### src/rtl/rs_symbol_buffer_ctrl.sv
// rtl/rs_symbol_buffer_ctrl.sv - symbol RAM fill/replay controller for the RS Euclidean decoder
//
// Purpose:
//    The controller writes one received codeword into a single-port symbol RAM,
//    one symbol per accepted input beat. On command it replays the stored
//    codeword in forward or reverse address order. Output flags are aligned to
//    the RAM's one-cycle registered read latency.
//
// Ports:
//    clk, rst        clock, asynchronous active-high reset
//    in_valid/in_data/in_ready   input symbol stream
//    rd_start, rd_reverse        replay command and replay direction
//    abort           synchronous return to IDLE
//    ram_ren/ram_wen/ram_addr/ram_din/ram_dout   symbol RAM port
//    out_valid/out_data/out_last replayed symbol stream
//    full, done      codeword stored / final symbol replayed
module rs_symbol_buffer_ctrl #(
   parameter int WORDS = 32,
   parameter int AW    = 5,
   parameter int DW    = 16,
   parameter int LEN   = 31
) (
   input  logic          clk,
   input  logic          rst,
   input  logic          in_valid,
   input  logic [DW-1:0] in_data,
   output logic          in_ready,
   input  logic          rd_start,
   input  logic          rd_reverse,
   input  logic          abort,
   output logic          ram_ren,
   output logic          ram_wen,
   output logic [AW-1:0] ram_addr,
   output logic [DW-1:0] ram_din,
   input  logic [DW-1:0] ram_dout,
   output logic          out_valid,
   output logic [DW-1:0] out_data,
   output logic          out_last,
   output logic          full,
   output logic          done
);

   // Index of the final symbol. It is clamped to the RAM depth, so an oversized LEN
   // cannot address past the end of the RAM.
   localparam int              LAST     = (LEN <= WORDS) ? LEN - 1 : WORDS - 1;
   localparam logic [AW:0]     CNT_LAST = (AW + 1)'(LAST);
   localparam logic [AW-1:0]   PTR_LAST = AW'(LAST);

   typedef enum logic [1:0] {IDLE, FILL, FULL, DRAIN} state_t;

   state_t        state_q;
   logic [AW:0]   wr_cnt_q;
   logic [AW-1:0] rd_ptr_q;
   logic [AW:0]   rd_cnt_q;
   logic          rev_q;
   logic          out_valid_q;
   logic          out_last_q;
   logic          done_q;

   logic          accept;
   logic          rd_last;

   // in_ready is held low while rst is asserted. No beat is consumed until the reset is released.
   assign in_ready  = ~rst & ((state_q == IDLE) | (state_q == FILL));
   // abort masks both RAM strobes in the cycle where it is asserted.
   assign accept    = in_valid & in_ready & ~abort;
   assign ram_wen   = accept;
   assign ram_ren   = (state_q == DRAIN) & ~abort;
   assign ram_din   = in_data;
   assign full      = (state_q == FULL);
   assign rd_last   = (rd_cnt_q == CNT_LAST);

   // The read data already carries one cycle of RAM latency. It passes straight through.
   assign out_data  = ram_dout;
   assign out_valid = out_valid_q;
   assign out_last  = out_last_q;
   assign done      = done_q;

   always_comb begin
      ram_addr = '0;
      case (state_q)
         IDLE, FILL: ram_addr = wr_cnt_q[AW-1:0];
         DRAIN:      ram_addr = rd_ptr_q;
         default:    ram_addr = '0;
      endcase
   end

   always_ff @(posedge clk or posedge rst) begin
      if (rst) begin
         state_q     <= IDLE;
         wr_cnt_q    <= '0;
         rd_ptr_q    <= '0;
         rd_cnt_q    <= '0;
         rev_q       <= 1'b0;
         out_valid_q <= 1'b0;
         out_last_q  <= 1'b0;
         done_q      <= 1'b0;
      end else begin
         // The output stage follows the read strobe by one cycle, matching the RAM latency.
         out_valid_q <= ram_ren;
         out_last_q  <= ram_ren & rd_last;
         done_q      <= ram_ren & rd_last;

         if (abort) begin
            state_q  <= IDLE;
            wr_cnt_q <= '0;
            rd_ptr_q <= '0;
            rd_cnt_q <= '0;
         end else begin
            case (state_q)
               IDLE: begin
                  if (accept) begin
                     wr_cnt_q <= (AW + 1)'(1);
                     state_q  <= (LAST == 0) ? FULL : FILL;
                  end
               end
               FILL: begin
                  if (accept) begin
                     wr_cnt_q <= wr_cnt_q + 1'b1;
                     if (wr_cnt_q == CNT_LAST) begin
                        state_q <= FULL;
                     end
                  end
               end
               FULL: begin
                  if (rd_start) begin
                     rev_q    <= rd_reverse;
                     rd_ptr_q <= rd_reverse ? PTR_LAST : '0;
                     rd_cnt_q <= '0;
                     state_q  <= DRAIN;
                  end
               end
               DRAIN: begin
                  // The last read returns to IDLE. This lets a new fill start at address 0
                  // while the final symbol is still in the output stage.
                  if (rd_last) begin
                     state_q  <= IDLE;
                     wr_cnt_q <= '0;
                     rd_cnt_q <= '0;
                     rd_ptr_q <= '0;
                  end else begin
                     rd_cnt_q <= rd_cnt_q + 1'b1;
                     rd_ptr_q <= rev_q ? rd_ptr_q - 1'b1 : rd_ptr_q + 1'b1;
                  end
               end
               default: state_q <= IDLE;
            endcase
         end
      end
   end

endmodule

### config.mk
export PLATFORM = sky130hd
export DESIGN_NAME = rs_symbol_buffer_ctrl
export DESIGN_NICKNAME = d
export VERILOG_FILES = /design/src/rtl/rs_symbol_buffer_ctrl.sv
export SDC_FILE = /design/constraint.sdc
export NUM_CORES = 1
export LEC_CHECK = 0
export CAP_MARGIN = 20
export CORE_MARGIN = 5
export CORE_UTILIZATION = 45
export CTS_BUF_LIST = sky130_fd_sc_hd__clkbuf_8
export DETAILED_ROUTE_END_ITERATION = 16
export GPL_ROUTABILITY_DRIVEN = 0
export PLACE_DENSITY = 0.88
export SETUP_SLACK_MARGIN = 0.05
export SLEW_MARGIN = 15
export SYNTH_ARGS = -nofsm -noshare
export SYNTH_HDL_FRONTEND = slang
export SYNTH_SLANG_ARGS = --single-unit
### constraint.sdc
create_clock -name clk -period 6 [get_ports clk]
set_input_delay 0.6 -clock clk [delete_from_list [all_inputs] [get_ports clk]]
set_output_delay 0.6 -clock clk [all_outputs]
set_load 0.03 [all_outputs]
==> results of run 1 <==
==> state kept, by name, summed over array words and instances (netlist names) <==
| register | count |
|---|---|
| done | 1 |
| out_valid | 1 |
| rd_cnt_q | 6 |
| rd_ptr_q | 5 |
| rev_q | 1 |
| state_q | 2 |
| wr_cnt_q | 6 |
==> routing by layer <==
metal / part of all wire [%] / vias up / GRT usage [%]
li1: - / 587 / -
met1: 41 / 584 / 16.7
met2: 50 / 47 / 22.9
met3: 6.6 / 4 / 3.79
met4: 1.5 / 0 / 4.80
met5: 0 / - / 0
==> layout by cell type, fill, tap and decap left out, types with 2 or more instances in the layout <==
cell and instances:
a21o_1 2, a21oi_1 9, a22o_1 2, a22oi_1 5, and3_1 2, clkbuf_8 3, clkdlybuf4s50_1 17, dfrtp_1 22
ha_1 12, inv_1 11, mux2i_1 4, nand2_1 12, nand2b_1 3, nand3_1 5, nor2_1 16, nor2b_1 3
nor3_1 2, o21ai_0 12, o31ai_1 5, or3_1 3, or4_1 2, xnor2_1 3, xor2_1 4
==> worst max-delay path, delay by kind of cell <==
kind | cells | cell delay [ns]
and+or+nand+nor | 1 | 0.21
buffers and inverters | 3 | 1.50
==> power breakdown <==
group	internal (mW)	switching, mW
logic	0.115	0.165
clock network	0.0892	0.0481
registers	0.175	0.0351
==> cell type report <==
cell class / instances / share of cell area (%)
Clock buffer: 3 / 2.39
Inverter: 11 / 2.39
Multi-Input combinational cell: 119 / 48.2
Timing Repair Buffer: 17 / 9.87
Sequential cell: 22 / 31.9
Clock inverter: 1 / 1.74
Tap cell: 48 / 3.48
==> stage by stage <==
stage	util, %	instances	cell area [um2]
floorplan	-	190	1700
global placement	45.1	217	1650
detailed placement	45.1	217	1650
CTS	47.1	221	1720
global route	47.1	221	1720
finish	47.1	221	1720
==> worst paths after layout <==
path	from	end	slack (ns)	cells after the start
setup / recovery	abort	ram_wen	3.08	4
hold / removal	wr_cnt_q[5]	wr_cnt_q[5]	0.56	2
setup reg to reg	state_q[1]	wr_cnt_q[0]	3.56	7
hold reg to reg	wr_cnt_q[5]	wr_cnt_q[5]	0.56	2
max in group asynchronous	rst	wr_cnt_q[4]	4.64	2
min in group asynchronous	rst	rd_cnt_q[3]	0.83	2
==> logic make-up after synthesis <==
family / synth area share, %
compound gates: 16.4
xor+xnor: 3.61
fa+ha+maj: 10.0
buf+inv: 18.6
flops: 32.4
mux: 3.02
simple gates: 15.9
==> metrics.yaml, run 1 <==
number_of_global_route_vias_before_repair: 1190
multiInputGateArea_um2: 831
final.hold.worst_slack_ns: 0.560
grt_max_degree: 24
post_synth_most_frequent_cells: "buf_4 (34), dfrtp_1 (22), nor2_1 (16)"
cp_slowest_stage_delay_ns: 0.66
cts.root.buffer_cell: "clkbuf_8"
wl_per_cell_um: 14.6
post_route_cells_drive_above_1_share_pct: 4.05
grt_remaining_overflow: 0
hpwlAfterDp_mm: 2.41
firstDrtPassIters: 4
core_area_mm2: 0.00366
synth_fp_nets: 241
achievable-frequency_ghz: 0.342
max-vdd-ir-drop_uv: 197
p_leak_nw: 0.755
placement.setup.worst_slack_ns: 2.79
cp_slowest_cell: "clkdlybuf4s50_1"
final_antenna_net_count: 0
total_power_consumption_of_the_routed_design_mw: 0.628
number_of_design_rule_violations_left_after_detail_routing: 0
ctsHoldBuffers: 0
worstSetupEndpointType: "primary output"
clock_pin_transition_on_the_worst_setup_and_hold_timing_paths_ns: 0.07
finalHoldViolations: 0
synth.top_cell.area_share_pct: 32.4
final.setup.tns_ns: 0
via_count: 1222
numClockSinks: 22
fp.dieArea_mm2: 0.00510
most_used_dff_post_synth: "dfrtp_1"
n_antenna_cell: 0
seqCellArea_um2: 551
numCtsBuffers: 3
avgViaCountPerCell: 5.53
finalClockSkew_ns: 0.00632
synth_edf_count: 0
critical_path_most_common_cell: "clkdlybuf4s50_1"
maxSlewViolCount: 0
layout_min_cycle_time_ns: 2.92
worst_slew_pin_slew_ns: 0.845
antenna_found_initial: 0
i_o_pins: 82
ys_async_sr_fraction_pct: 100
syn-instance-count: 190
cp_data_arrival_time_ns: 2.32
power.density_mw_per_mm2: 364
post_cts.repair.setup_buffers: 0
layout.filler_cells: 337
synth_largest_area_cell: "dfrtp_1"
port_buffers: 17
chipWidth_um: 71.4
finalSetupViolations: 0
synth.ff_latch_count: 22
critical_path_maximum_fanout: 12
die_y_um: 71.4
outcome: "complete, no violations"
htree_levels: 1
clock_path_buffers: 2
row_count: 22
max-cap-violations: 0
yosysSeqAreaShare_pct: 32.4
timing.hold.worst.class: "reg2reg"
tritoncts_clock_tree: "done"
post_route_wl_mm: 3.23
timing.slew.headroom_pct: 43.6
post_synth_main_area_contributors: "dfrtp_1 (32%), buf_4 (15%), ha_1 (8.8%), o21ai_0 (3.5%), nor2_1 (3.5%)"
num-nets-final: 225
yosys_warnings: 0
unrepaired_setup_endpoints_after_global_routing: "no"
start_util_pct: 46.3
final.period_utilization_pct: 48.7
area_growth_pct: 1.62
clkLatencyLatePin_ns: 0.27
worst_ep_required_time_ns: 5.40
finalWorstSetupSlack_ns: 3.08
cts.repair.resized: 0
worstSetupStartpointType: "input port"
detailedRoute.firstIterationViolations: 60
global_route.usage.total_pct: 13.6
grt_pass1_wl_mm: 5.63
syn_area_mm2: 0.00170
critical_path.cell_chain: "clkdlybuf4s50_1, inv_1, and3_1, clkdlybuf4s50_1"
criticalPathCategory: "in2out"
yosys.cell_count.top_type: "buf_4"
syn_avg_cell_area_um2: 8.93
synth_cell_types: 37
(Power assumes the default switching activity.)
==> run 2: changes to the inputs <==
--- a/config.mk
+++ b/config.mk
@@ -7,11 +7,11 @@
 export LEC_CHECK = 0
 export CAP_MARGIN = 20
 export CORE_MARGIN = 5
-export CORE_UTILIZATION = 45
+export CORE_UTILIZATION = 42
 export CTS_BUF_LIST = sky130_fd_sc_hd__clkbuf_8
 export DETAILED_ROUTE_END_ITERATION = 16
 export GPL_ROUTABILITY_DRIVEN = 0
-export PLACE_DENSITY = 0.88
+export PLACE_DENSITY = 0.83
 export SETUP_SLACK_MARGIN = 0.05
 export SLEW_MARGIN = 15
 export SYNTH_ARGS = -nofsm -noshare
==> constraint.sdc (replaced) <==
create_clock -name clk -period 2.85 [get_ports clk]
set_input_delay 0.285 -clock clk [delete_from_list [all_inputs] [get_ports clk]]
set_output_delay 0.285 -clock clk [all_outputs]
set_load 0.03 [all_outputs]
==> metrics.yaml, run 2 (synthesis results as in run 1) <==
worst_slew_pin_slew_ns: 0.539  # -0.307 ns
outcome: "complete, no violations"
tritoncts_clock_tree: "done"
power.density_mw_per_mm2: 767  # +110%
number_of_cells_traversed_by_the_worst_register_to_register_path: 8  # +1
cp_slowest_stage_delay_ns: 0.67  # about the same
grt_remaining_overflow: 0  # unchanged
layout_min_cycle_time_ns: 2.58
r2r_slack_ns: 0.50  # -3.06 ns
port_buffers: 17  # unchanged
max-cap-violations: 0  # unchanged
finalWorstSetupSlack_ns: 0.274  # -2.81 ns
i_o_pins: 82  # unchanged
mostFrequentLayoutCell: "dfrtp_1"
power.share.clock_pct: 21.8  # about the same
detailedRoute.firstIterationViolations: 74  # +23%
numCtsBuffers: 3  # unchanged
hpwlAfterDp_mm: 2.59  # +7.4%
maxSlewViolCount: 0  # unchanged
critPathLaunch: "state_q[1]"
number_of_global_route_vias_before_repair: 1264  # +6.2%
final.setup.tns_ns: 0  # unchanged
total_power_consumption_of_the_routed_design_mw: 1.35  # +120%
postLayoutCoreUtil_pct: 44.4  # -2.7 points
die_y_um: 73.6  # +3.0%
worstSetupStartpointType: "flip-flop"
layout.filler_cells: 377  # +12%
cts.repair.resized: 0  # unchanged
worst_ep_required_time_ns: 2.57  # -2.83 ns
reg2reg_to: "wr_cnt_q[5]"
clock_pin_transition_on_the_worst_setup_and_hold_timing_paths_ns: 0.08  # about the same
start_util_pct: 42.7  # -3.6 points
n_antenna_cell: 0  # unchanged
fp.dieArea_mm2: 0.00541  # +6.1%
finalHoldViolations: 0  # unchanged
criticalPathCategory: "reg2out"
critical_path_most_common_cell: "nor2_1"
finalClockSkew_ns: 0.00222  # -0.00410 ns
seq_power_share_pct: 32.5  # -0.9 points
numClockSinks: 22  # unchanged
achievable-frequency_ghz: 0.388
htree_levels: 1  # unchanged
chipWidth_um: 73.6  # +3.0%
pwr-share-comb_pct: 45.7  # +1.0 points
antenna_found_initial: 0  # unchanged
critical_path.cell_chain: "inv_1, ha_1, nor2_1, nor2_1, and3_1, clkdlybuf4s50_1"
top_regs: "rd_cnt_q (6), wr_cnt_q (6), rd_ptr_q (5)"
cp_slowest_cell: "clkdlybuf4s50_1"
firstDrtPassIters: 4  # unchanged
clkLatencyLatePin_ns: 0.27  # about the same
grt_pass1_wl_mm: 5.89  # +4.7%
avgViaCountPerCell: 5.60  # +1.2%
final_cells: 228  # +3.2%
numPlacedInstances: 224  # +3.2%
timing.hold.worst.class: "in2async"
final.period_utilization_pct: 90.4
finalSetupViolations: 0  # unchanged
unrepaired_setup_endpoints_after_global_routing: "no"
wl_per_cell_um: 15.0  # +2.5%
ctsHoldBuffers: 0  # unchanged
placement.setup.worst_slack_ns: 0.518  # -2.27 ns
worstSetupEndpointType: "primary output"
most-common-layout-cells: "dfrtp_1 (22), clkdlybuf4s50_1 (17), nor2_1 (16)"
grt_max_degree: 23  # -4.2%
post_route_wl_mm: 3.42  # +5.8%
final_antenna_net_count: 0  # unchanged
p_leak_nw: 0.779  # +3.3%
p_int_mw: 0.812  # +110%
critical_path_maximum_fanout: 9  # -3
area_growth_pct: 3.98
row_count: 23  # +4.5%
timing.rr.start: "state_q[1]"
multiInputGateArea_um2: 831  # unchanged
via_count: 1276  # +4.4%
cts.root.buffer_cell: "clkbuf_8"
power_switching_share_pct: 40.0  # +0.41 points
cp_data_arrival_time_ns: 2.29  # -0.03 ns
post_cts.repair.setup_buffers: 0  # unchanged
core_area_mm2: 0.00397  # +8.5%
number_of_design_rule_violations_left_after_detail_routing: 0  # unchanged
timing.slew.headroom_pct: 64.1  # +21 points
max-vdd-ir-drop_uv: 333  # +69%
post_route_cells_drive_above_1_share_pct: 6.74  # +2.7 points
total_switching_power_mw: 0.542  # +120%
clock_path_buffers: 2  # unchanged
num-nets-final: 230  # +2.2%
global_route.usage.total_pct: 13.7  # +0.13 points
seqCellArea_um2: 551  # unchanged
[run 2: cell type report]
cell class / instances / area share [%]
tap: 50 / 3.55
multi-input combinational: 119 / 47.1
timing repair buffer: 22 / 11.8
inverter: 11 / 2.34
clock buffer: 3 / 2.34
sequential: 22 / 31.2
clock inverter: 1 / 1.70
[run 2: routing by layer]
layer	global-route usage (%)	wire length, um	vias to the layer above
met5	0	0	-
met2	22.5	1660	43
met1	17.7	1460	625
met3	3.01	218	11
met4	5.03	70	0
li1	-	-	597
[run 2: worst max-delay path by stage]
stage / depth (start not counted) / slack (ns) / endpoint
floorplan: 8 / 0.85 / wr_cnt_q[0]
global placement: 6 / 0.62 / ram_wen
detailed placement: 8 / 0.52 / wr_cnt_q[5]
CTS: 6 / 0.26 / ram_wen
global route: 6 / 0.14 / ram_wen
finish: 6 / 0.27 / ram_wen
[run 2: metrics by stage]
step	hold WS (ns)	cell area, um2
detailed placement	0.538	1690
global route	0.485	1760
floorplan	0.283	1700
CTS	0.439	1760
finish	0.426	1760
global placement	0.527	1690
[run 2: worst max-delay path: cells and delay by family, from the launching register on]
kind,cells,cell delay [ns]
adder cells (fa/ha/maj),1,0.30
buffers and inverters,2,0.88
flip-flops,1,0.41
AND/OR/NAND/NOR,3,0.44
[run 2: power groups by stage]
stage	combinational (mW)	sequential, mW	clock (mW)
after CTS	0.618	0.439	0.299
after detailed placement	0.605	0.447	0
after floorplan	0.544	0.425	0
after global placement	0.592	0.444	0
after global routing	0.700	0.447	0.312
final	0.619	0.441	0.294
==> run 3: changes to the inputs <==
--- a/config.mk
+++ b/config.mk
@@ -11,6 +11,8 @@
 export CTS_BUF_LIST = sky130_fd_sc_hd__clkbuf_8
 export DETAILED_ROUTE_END_ITERATION = 16
 export GPL_ROUTABILITY_DRIVEN = 0
+export GPL_TIMING_DRIVEN = 0
+export HOLD_SLACK_MARGIN = 0.03
 export PLACE_DENSITY = 0.83
 export SETUP_SLACK_MARGIN = 0.05
 export SLEW_MARGIN = 15
==> metrics.yaml, run 3 (synthesis results as in run 1) <==
outcome: "complete, no violations"
start_util_pct: 42.7  # unchanged
grt_max_degree: 24  # +4.3%
wl_per_cell_um: 13.7  # -8.8%
number_of_design_rule_violations_left_after_detail_routing: 0  # unchanged
worstSetupEndpointType: "primary output"
post_route_wl_mm: 4.00  # +17%
cts.root.buffer_cell: "clkbuf_8"
unrepaired_setup_endpoints_after_global_routing: "no"
htree_levels: 1  # unchanged
numClockSinks: 22  # unchanged
max-vdd-ir-drop_uv: 309  # -7.2%
avgViaCountPerCell: 5.10  # -9.0%
tritoncts_clock_tree: "done"
num-nets-final: 295  # +28%
row_count: 23  # unchanged
via_count: 1493  # +17%
grt_pass1_wl_mm: 6.54  # +11%
final.hold.worst_slack_ns: 0.529  # +0.103 ns
numPlacedInstances: 289  # +29%
top_regs: "rd_cnt_q (6), wr_cnt_q (6), rd_ptr_q (5)"
place_area_mm2: 0.00225  # +33%
timing.hold.worst.class: "in2async"
critical_path_maximum_fanout: 9  # unchanged
final.setup.tns_ns: 0  # unchanged
mostFrequentLayoutCell: "clkdlybuf4s50_1"
final_cells: 293  # +29%
finalHoldViolations: 0  # unchanged
final_antenna_net_count: 0  # unchanged
worstSetupStartpointType: "flip-flop"
port_buffers: 49  # +32
layout_min_cycle_time_ns: 2.51  # -0.0647 ns
maxSlewViolCount: 0  # unchanged
total_power_consumption_of_the_routed_design_mw: 1.42  # +5.0%
layout.filler_cells: 365  # -3.2%
number_of_cells_traversed_by_the_worst_register_to_register_path: 8  # unchanged
r2r_slack_ns: 0.53  # +0.03 ns
achievable-frequency_ghz: 0.398  # +2.6%
finalClockSkew_ns: 0.000789  # -0.00143 ns
power.density_mw_per_mm2: 616  # -20%
i_o_pins: 82  # unchanged
clock_pin_transition_on_the_worst_setup_and_hold_timing_paths_ns: 0.08  # about the same
numCtsBuffers: 3  # unchanged
global_route.usage.total_pct: 15.3  # +1.6 points
clock_path_buffers: 2  # unchanged
final.period_utilization_pct: 88.1  # -2.3 points
final_cell_area_excluding_filler_cells_mm2: 0.00231  # +31%
timing.rr.start: "state_q[1]"
fp.dieArea_mm2: 0.00541  # unchanged
cp_data_arrival_time_ns: 2.23  # -0.06 ns
clkLatencyLatePin_ns: 0.27  # about the same
grt_remaining_overflow: 0  # unchanged
top_layer_used: "met4"
core_area_mm2: 0.00397  # unchanged
worst_slew_pin_slew_ns: 0.890  # +0.351 ns
antenna_found_initial: 0  # unchanged
detail_route.wirelength.met1_mm: 1.66  # +13%
criticalPathCategory: "reg2out"
timing.slew.headroom_pct: 40.6  # -23 points
number_of_global_route_vias_before_repair: 1488  # +18%
route.met3.wl_um: 282  # +29%
chipWidth_um: 73.6  # unchanged
detailroute.wirelength.met2_mm: 2.01  # +21%
reg2reg_to: "wr_cnt_q[0]"
die_y_um: 73.6  # unchanged
worst_ep_required_time_ns: 2.57  # about the same
p_leak_nw: 1.05  # +35%
firstDrtPassIters: 4  # unchanged
finalSetupViolations: 0  # unchanged
area_growth_pct: 35.9
n_antenna_cell: 0  # unchanged
max-cap-violations: 0  # unchanged
most-common-layout-cells: "clkdlybuf4s50_1 (49), buf_4 (34), dfrtp_1 (22)"
post_route_cells_drive_above_1_share_pct: 18.5  # +12 points
detailedRoute.firstIterationViolations: 106  # +43%
hpwlAfterDp_mm: 3.19  # +23%
[run 3: cell types whose count changed in the layout (fill, tap and decap cells not counted)]
cell | previous run | this run
clkbuf_8 | 3 | 4
clkbuf_2 | 0 | 1
bufinv_16 | 1 | 0
buf_4 | 5 | 34
buf_2 | 0 | 3
clkdlybuf4s50_1 | 17 | 49
[run 3: worst max-delay path: stages, from the launching register on]
cell and delay (ns):
dfrtp_1 0.40, inv_1 0.21, ha_1 0.29, nor2_1 0.11, nor2_1 0.12, and3_1 0.16
clkdlybuf4s50_1 0.66
[run 3: per-stage QoR]
| stage | setup slack (ns) | utilization, % |
|---|---|---|
| floorplan | 0.845 | - |
| global placement | 0.134 | 56.6 |
| detailed placement | 0.0891 | 56.6 |
| CTS | 0.212 | 58.0 |
| global route | 0.156 | 58.1 |
| finish | 0.339 | 58.1 |
[run 3: metal layers]
metal,up-vias,track usage (%)
li1,731,-
met1,697,19.2
met2,57,26.1
met3,8,3.01
met4,0,5.43
met5,-,0
[run 3: power breakdown]
group          internal [mW]  switching [mW]
Combinational          0.323           0.423
Sequential             0.367          0.0761
Clock                  0.124           0.108
Total                  0.814           0.607
[run 3: worst max path at each step]
stage,to,cells after the start,startpoint,slack (ns)
after floorplan,wr_cnt_q[0],8,state_q[1],0.85
after global placement,wr_cnt_q[5],6,rst,0.13
after detailed placement,wr_cnt_q[5],6,rst,0.09
after CTS,ram_addr[0],5,state_q[0],0.21
after global routing,wr_cnt_q[5],6,rst,0.16
final,ram_wen,6,state_q[1],0.34
[run 3: final cells by class]
type                            instances  area, um2  area share, %
Inverter                               11       41.3           1.79
Multi-Input combinational cell        119        831           36.0
Tap cell                               50       62.6           2.71
Clock buffer                            4       55.1           2.39
Timing Repair Buffer                   49        490           21.3
Buffer                                 38        275           11.9
Sequential cell                        22        551           23.9
[run 3: what timing repair did]
action,in CTS,in global routing
gates resized for setup,0,2
hold buffers,0,0
buffers inserted,0,0
endpoints found under the setup margin,0,3
